===== src/rtl/instr_issue.sv =====
// Instruction fetch/issue sequencer: fetches one word, then presents it to the decoder
// for an opcode-dependent number of non-stalled cycles. Optional HALT via INSTR_ISSUE_HALT_EN.
//
// state   | meaning
// --------+-------------------------------------------------------------
// S_FETCH | raise imem_rd_en for one cycle with imem_addr = pc
// S_WAIT  | wait for imem_valid, latch the word, load the hold counter
// S_ISSUE | instr_valid high; counter runs down on non-stalled cycles
// S_HALT  | HLT opcode seen; parked until reset (INSTR_ISSUE_HALT_EN only)

module instr_issue (
    input  logic        clk,
    input  logic        rst_n,
    output logic        imem_rd_en,
    output logic [15:0] imem_addr,
    input  logic [15:0] imem_rdata,
    input  logic        imem_valid,
    input  logic        stall,
    output logic [15:0] instr,
    output logic        instr_valid,
    output logic [15:0] pc,
    output logic        busy,
    output logic        halted
);

    localparam logic [15:0] NOP_WORD = 16'hF000;
    localparam logic [3:0]  OP_VLD   = 4'b0100;
    localparam logic [3:0]  OP_VST   = 4'b0101;
    localparam logic [3:0]  OP_HLT   = 4'b1110;

    typedef enum logic [1:0] {
        S_FETCH,
        S_WAIT,
        S_ISSUE
`ifdef INSTR_ISSUE_HALT_EN
        , S_HALT
`endif
    } state_t;

    state_t     state;
    logic [4:0] hold_cnt;

    function automatic logic [4:0] hold_count(input logic [3:0] op);
        case (op)
            OP_VLD:  hold_count = 5'd16;
            OP_VST:  hold_count = 5'd15;
            default: hold_count = 5'd1;
        endcase
    endfunction

    assign imem_addr = pc;

    always_ff @(posedge clk) begin
        if (!rst_n) begin
            state       <= S_FETCH;
            pc          <= 16'h0000;
            instr       <= NOP_WORD;
            hold_cnt    <= 5'd0;
            instr_valid <= 1'b0;
            imem_rd_en  <= 1'b0;
            busy        <= 1'b0;
            halted      <= 1'b0;
        end else begin
            imem_rd_en <= 1'b0;
            case (state)
                // First FETCH cycle after reset only arms the request; the
                // ISSUE exit arms it directly so back-to-back fetches take one cycle.
                S_FETCH: begin
                    if (!imem_rd_en) begin
                        imem_rd_en <= 1'b1;
                    end else begin
                        state <= S_WAIT;
                        busy  <= 1'b1;
                    end
                end
                S_WAIT: begin
                    if (imem_valid) begin
`ifdef INSTR_ISSUE_HALT_EN
                        if (imem_rdata[15:12] == OP_HLT) begin
                            state  <= S_HALT;
                            instr  <= NOP_WORD;
                            busy   <= 1'b0;
                            halted <= 1'b1;
                        end else begin
                            state       <= S_ISSUE;
                            instr       <= imem_rdata;
                            hold_cnt    <= hold_count(imem_rdata[15:12]);
                            pc          <= pc + 16'd1;
                            instr_valid <= 1'b1;
                        end
`else
                        state       <= S_ISSUE;
                        instr       <= imem_rdata;
                        hold_cnt    <= hold_count(imem_rdata[15:12]);
                        pc          <= pc + 16'd1;
                        instr_valid <= 1'b1;
`endif
                    end
                end
                S_ISSUE: begin
                    if (!stall) begin
                        if (hold_cnt <= 5'd1) begin
                            state       <= S_FETCH;
                            hold_cnt    <= 5'd0;
                            instr_valid <= 1'b0;
                            busy        <= 1'b0;
                            imem_rd_en  <= 1'b1;
                        end else begin
                            hold_cnt <= hold_cnt - 5'd1;
                        end
                    end
                end
`ifdef INSTR_ISSUE_HALT_EN
                S_HALT: begin
                    halted <= 1'b1;
                end
`endif
                default: begin
                    state <= S_FETCH;
                end
            endcase
        end
    end

endmodule


===== config.mk =====
export PLATFORM = sky130hd
export DESIGN_NAME = instr_issue
export DESIGN_NICKNAME = d
export VERILOG_FILES = /design/src/rtl/instr_issue.sv
export SDC_FILE = /design/constraint.sdc
export NUM_CORES = 1
export LEC_CHECK = 0
export BUFFER_PORTS_ARGS = -buffer_cell sky130_fd_sc_hd__buf_2
export CAP_MARGIN = 20
export CORE_ASPECT_RATIO = 0.75
export CORE_UTILIZATION = 35
export CTS_BUF_LIST = sky130_fd_sc_hd__clkbuf_8
export DETAILED_ROUTE_END_ITERATION = 8
export PLACE_DENSITY = 0.61
export SLEW_MARGIN = 20
export SYNTH_ARGS = -nofsm -noshare
export SYNTH_HDL_FRONTEND = slang
export SYNTH_SLANG_ARGS = --single-unit

===== constraint.sdc =====
create_clock -name clk -period 4.15 [get_ports clk]
set_clock_uncertainty 0.1 [all_clocks]
set_input_delay 0 -clock clk [delete_from_list [all_inputs] [get_ports clk]]
set_output_delay 0 -clock clk [all_outputs]
set_load 0.01 [all_outputs]

**Word level (Yosys, flattened, before mapping)**

Cells that the tools add are included.

- Output and inout bits: 52
- Bits in registers: 42
- Word-level logic and storage cells: 46
- Input port bits: 20

- Equal/unequal tests: 8
- Add/sub/neg operators: 2
- Mux-type cells: 20
- Reduce and logical (&&, ||, !) cells: 8
- $lt $le $gt $ge: 1

Operators by type and width:

| operator | number |
|---|---|
| $pmux W5 S2 | 2 |
| $add A16 B1 Y16 const B | 1 |
| $mux W5 | 3 |
| $reduce_and A4 Y1 | 3 |
| $eq A4 B3 Y1 const B | 2 |
| $mux W2 | 4 |
| $ne A2 B2 Y1 const B | 4 |
| $mux W1 | 7 |
| $pmux W1 S2 | 3 |
| $pmux W2 S3 | 1 |
| $le A5 B1 Y1 const B | 1 |
| $sub A5 B1 Y5 const B | 1 |
| $reduce_bool A2 Y1 | 2 |
| $reduce_and A3 Y1 | 1 |
| $eq A2 B1 Y1 const B | 1 |
| $eq A2 B2 Y1 const B | 1 |
| $logic_not A2 Y1 | 1 |
| $reduce_and A2 Y1 | 1 |

**Logic depth before layout (Yosys ltp)**

- Word-level depth: 4
- Gate-level depth with buffers: 6
- Depth with buffers taken out: 6

**Worst setup path before layout**

No wires, ideal clock.

- Path type: register to register
- From: reg pc[0], in the netlist imem_addr[0]
- To: reg pc[14], in the netlist imem_addr[14]
- Cell stages (with the launch flop): 6
- Path slack: 2.450 ns
- Data arrival time: 1.530 ns
- Path buffers: 0
- Period minus slack after synthesis: 1.700 ns
- Library setup time: 0.070 ns
- Required time: 3.980 ns
- Path through: dfxtp_1 -> ha_1 -> and3_1 -> nand2_1 -> or4_1 -> a21oi_1

- Word-level cells in the longest chain between the ends: 1

RTL lines:

| what | RTL line | text |
|---|---|---|
| start, declared | 21 | `output logic [15:0] pc,` |
| start signal, assigned | 95 | `pc <= pc + 16'd1;` |
| $add A16 B1 Y16 | 95 |  |

Every way passes these cells.
A chain may end at the register's enable or synchronous reset.

**Final worst setup path**

- From: reg state[0]
- To: reg instr[12]

- Word-level cells in the longest chain between the ends: 2

RTL lines:

| what | RTL line | text |
|---|---|---|
| start, declared | 40 | `state_t state;` |
| start signal, assigned | 55 | `state <= S_FETCH;` |
| start signal, assigned | 72 | `state <= S_WAIT;` |
| start signal, assigned | 92 | `state <= S_ISSUE;` |
| $eq A2 B1 Y1 | 65 | `case (state)` |
| $reduce_and A2 Y1 (no line) | n/a |  |
| end signal, assigned | 93 | `instr <= imem_rdata;` |
| end, declared | 19 | `output logic [15:0] instr,` |

Every way passes these cells.

==> results by group <==
Routing
  – Drt total wl: around 4.6 mm
  – DR pass1 iterations: 4
  – # DRC: 0
  – DR vias: 1853
  – Post-route ant nets: 0
  – Via-to-Cell Ratio: ~4.8
  – DRT iter0 DRCs: roughly 110
  – WL/cell: about 12 um

Clock tree
  – CTS tree: yes
  – Worst-Skew Late Latency: between 0.2 and 0.3 ns
  – Postcts setup bufs: 0
  – Clk slew on worst S/H paths: roughly 0.080 ns
  – # clock sinks: 42
  – Clock buffer depth: 2
  – Htree depth: 2
  – TritonCTS buffer count: 5
  – Clock root cell: clkbuf_8

Logic synthesis
  – Post-Synthesis Cells: 240
  – Post-synthesis sequential area ratio: a little over two fifths
  – Mapped Area: roughly 0.0020 mm^2
  – Asr flop ratio synth: 0%
  – Synth Flop Type: dfxtp_1
  – Syn. warnings: 0
  – Synth area leader: dfxtp_1
  – Distinct cells, synth: a little over 40
  – Post-synthesis simple-gate area fraction: around a quarter
  – Largest family of logic cells by synthesized area: simple AND/OR/NAND/NOR gates
  – Post-Synth Adder-Cell Area: 1.91%
  – Synth area leaders: dfxtp_1 (43%), nand2_1 (8.0%), buf_4 (6.9%), a21oi_1 (6.6%), xor2_1 (3.1%)
  – Syn nets: between 200 and 300
  – Number of flops mapped to enable cells by yosys: 0
  – Complex-gate fraction of the synthesized area: around 15%
  – Mux cell area share after synthesis: 0%
  – Synth Area in XOR/XNOR: 4.45%
  – Syn Area/Cell: between 8 and 9 um^2
  – Yosys top cell area share: between 40% and 50%
  – Flops & latches, synth: between 40 and 50

Global routing
  – Gr ovfl total: 0
  – GRT Util Overall: about 16%
  – Initial antenna violation count: 0
  – Via count of the first global-routing pass: roughly 1.5k
  – First-pass GRT wire length: roughly 7.3 mm
  – Largest net degree at the start of global routing: 34

STA
  – Least-Margin Pin Slew: 1.04 ns
  – Worst slew margin relative to its limit: a little under a third
  – Hold Vio Cnt, Final: 0
  – Min Tclk post-route: between 2 and 2.5 ns
  – Max frequency: 0.448 GHz
  – Hold WS: ~0.35 ns
  – Final setup violation count: 0
  – Unrepaired setup endpoints after global routing: false
  – Setup TNS: 0 ns
  – Fin crit share: between 50% and 60%
  – Final max-slew violation count: 0
  – Slack of the critical path: 1.92 ns

Floorplanning
  – I/O pins: roughly 70
  – # rows: 23
  – Core Area: about 0.0054 mm^2
  – Initial core utilization: 36.5%
  – Die area: 0.00593 mm^2
  – Die H: 66.9 um
  – Die width: between 80 and 90 um

Run
  – Max cap viols: 0

Setup path
  – Kind of critical path: flip-flop to flip-flop
  – Crit path required time: between 4 and 5 ns
  – Critical Path AT: ~2.3 ns
  – CP max FO: 20
  – Critical Path Sink Type: flip-flop
  – Critical Path Start Type: flip-flop

Status
  – Status: complete, no violations

Cells and area
  – Filler cells: between 500 and 600
  – # diodes: 0
  – Non-Filler Instances: approximately 390
  – FF+latch area: around 840 um^2
  – Final net count: roughly 340
  – Layout cells sized above 1: 25.3%
  – Multi-input logic area: slightly above 900 um^2
  – Area grow syn2layout: 31.1%

Power and ir drop
  – Peak supply drop: approximately 0.00018 V
  – Leakage: about 1.1 nW
  – Pwr/cell area: between 300 and 400 mW/mm^2
  – Final Power: between 0.9 and 1 mW

Placement
  – Placer congestion estimate: around 0.86
  – Port Buffers: 70
  – Inst Count DP: around 360
  – HPWL after DPL: slightly above 3 mm
  – Pre-CTS WS: ~2.1 ns

Hold path
  – Hold Crit Class: flip-flop to flip-flop
registers in the layout (all words and copies together) (netlist names):
| register | flops |
|---|---|
| instr_valid | 1 |
| hold_cnt | 5 |
| busy | 1 |
| imem_addr | 16 |
| instr | 16 |
| state | 2 |
| imem_rd_en | 1 |
final cells by class:
class	count	share of cell area [%]
Multi-Input combinational cell	163	35.9
Clock buffer	6	3.20
Sequential cell	42	32.6
Clock inverter	1	1.16
Tap cell	75	3.64
Inverter	7	1.02
Timing Repair Buffer	93	22.5
critical path: stages, from the launching register on:
cell,delay (ns)
dfxtp_1,0.51
nand3b_1,0.61
nand2_1,0.24
nand3_1,0.09
dlygate4sd3_1,0.57
Yosys cell counts, types with 3 or more instances:
master and n:
a21oi_1 26, buf_4 18, clkbuf_1 8, dfxtp_1 42, ha_1 3, inv_1 7
nand2_1 42, nand3_1 10, nand4_1 5, nor2_1 15, nor2b_1 3, nor3_1 4
o21a_1 3, o21ai_0 6, o31ai_1 4, or3_1 3, or4_1 4, xnor2_1 3
xor2_1 7
kinds of logic after synthesis:
| logic type | after synthesis |
|---|---|
| compound gates | 49 |
| xor+xnor | 10 |
| fa+ha+maj | 3 |
| buf+inv | 35 |
| flops | 42 |
| other cells | 1 |
| simple gates | 100 |
final timing paths:
path,from,endpoint,slack [ns],cells after the start
worst min-delay path,instr[7],instr[7],0.35,2
worst max-delay path,state[0],instr[12],1.92,4
worst max register to register,state[0],instr[12],1.92,4
worst min register to register,instr[7],instr[7],0.35,2
what timing repair did:
item | CTS | global route
endpoints found under the hold margin | 22 | 0
setup endpoints to repair | 0 | 0
gates resized for setup | 0 | 0
hold buffers | 23 | 0
per-layer routing:
layer / GRT usage, % / wire [um] / vias to the layer above
met1: 22.9 / 2240 / 834
met2: 23.4 / 2030 / 61
li1: - / - / 951
met5: 0 / 0 / -
met3: 4.58 / 318 / 7
met4: 6.05 / 59 / 0
cells in the final DEF (no fill, tap or decap), types with 5 or more instances in the layout:
cell / instances
nor2_1: 15
o21ai_0: 6
nand2_1: 42
clkbuf_8: 6
nand3_1: 10
dfxtp_1: 42
xor2_1: 7
a21oi_1: 26
buf_2: 70
nand4_1: 5
inv_1: 7
dlygate4sd3_1: 23
stage by stage:
stage / cell area [um^2] / utilization (%)
after detailed placement: 2240 / 41.5
after CTS: 2580 / 47.9
after global routing: 2580 / 47.9
after floorplan: 1970 / -
after global placement: 2240 / 41.5
final: 2580 / 47.9
where the power goes:
group / total (mW) / internal (mW) / leakage [nW] / switching [mW]
Clock: 0.330 / 0.193 / 0.0573 / 0.137
Combinational: 0.129 / 0.0613 / 0.741 / 0.0673
Sequential: 0.442 / 0.423 / 0.341 / 0.0195
Note: power is estimated with default switching activity, not from simulation.
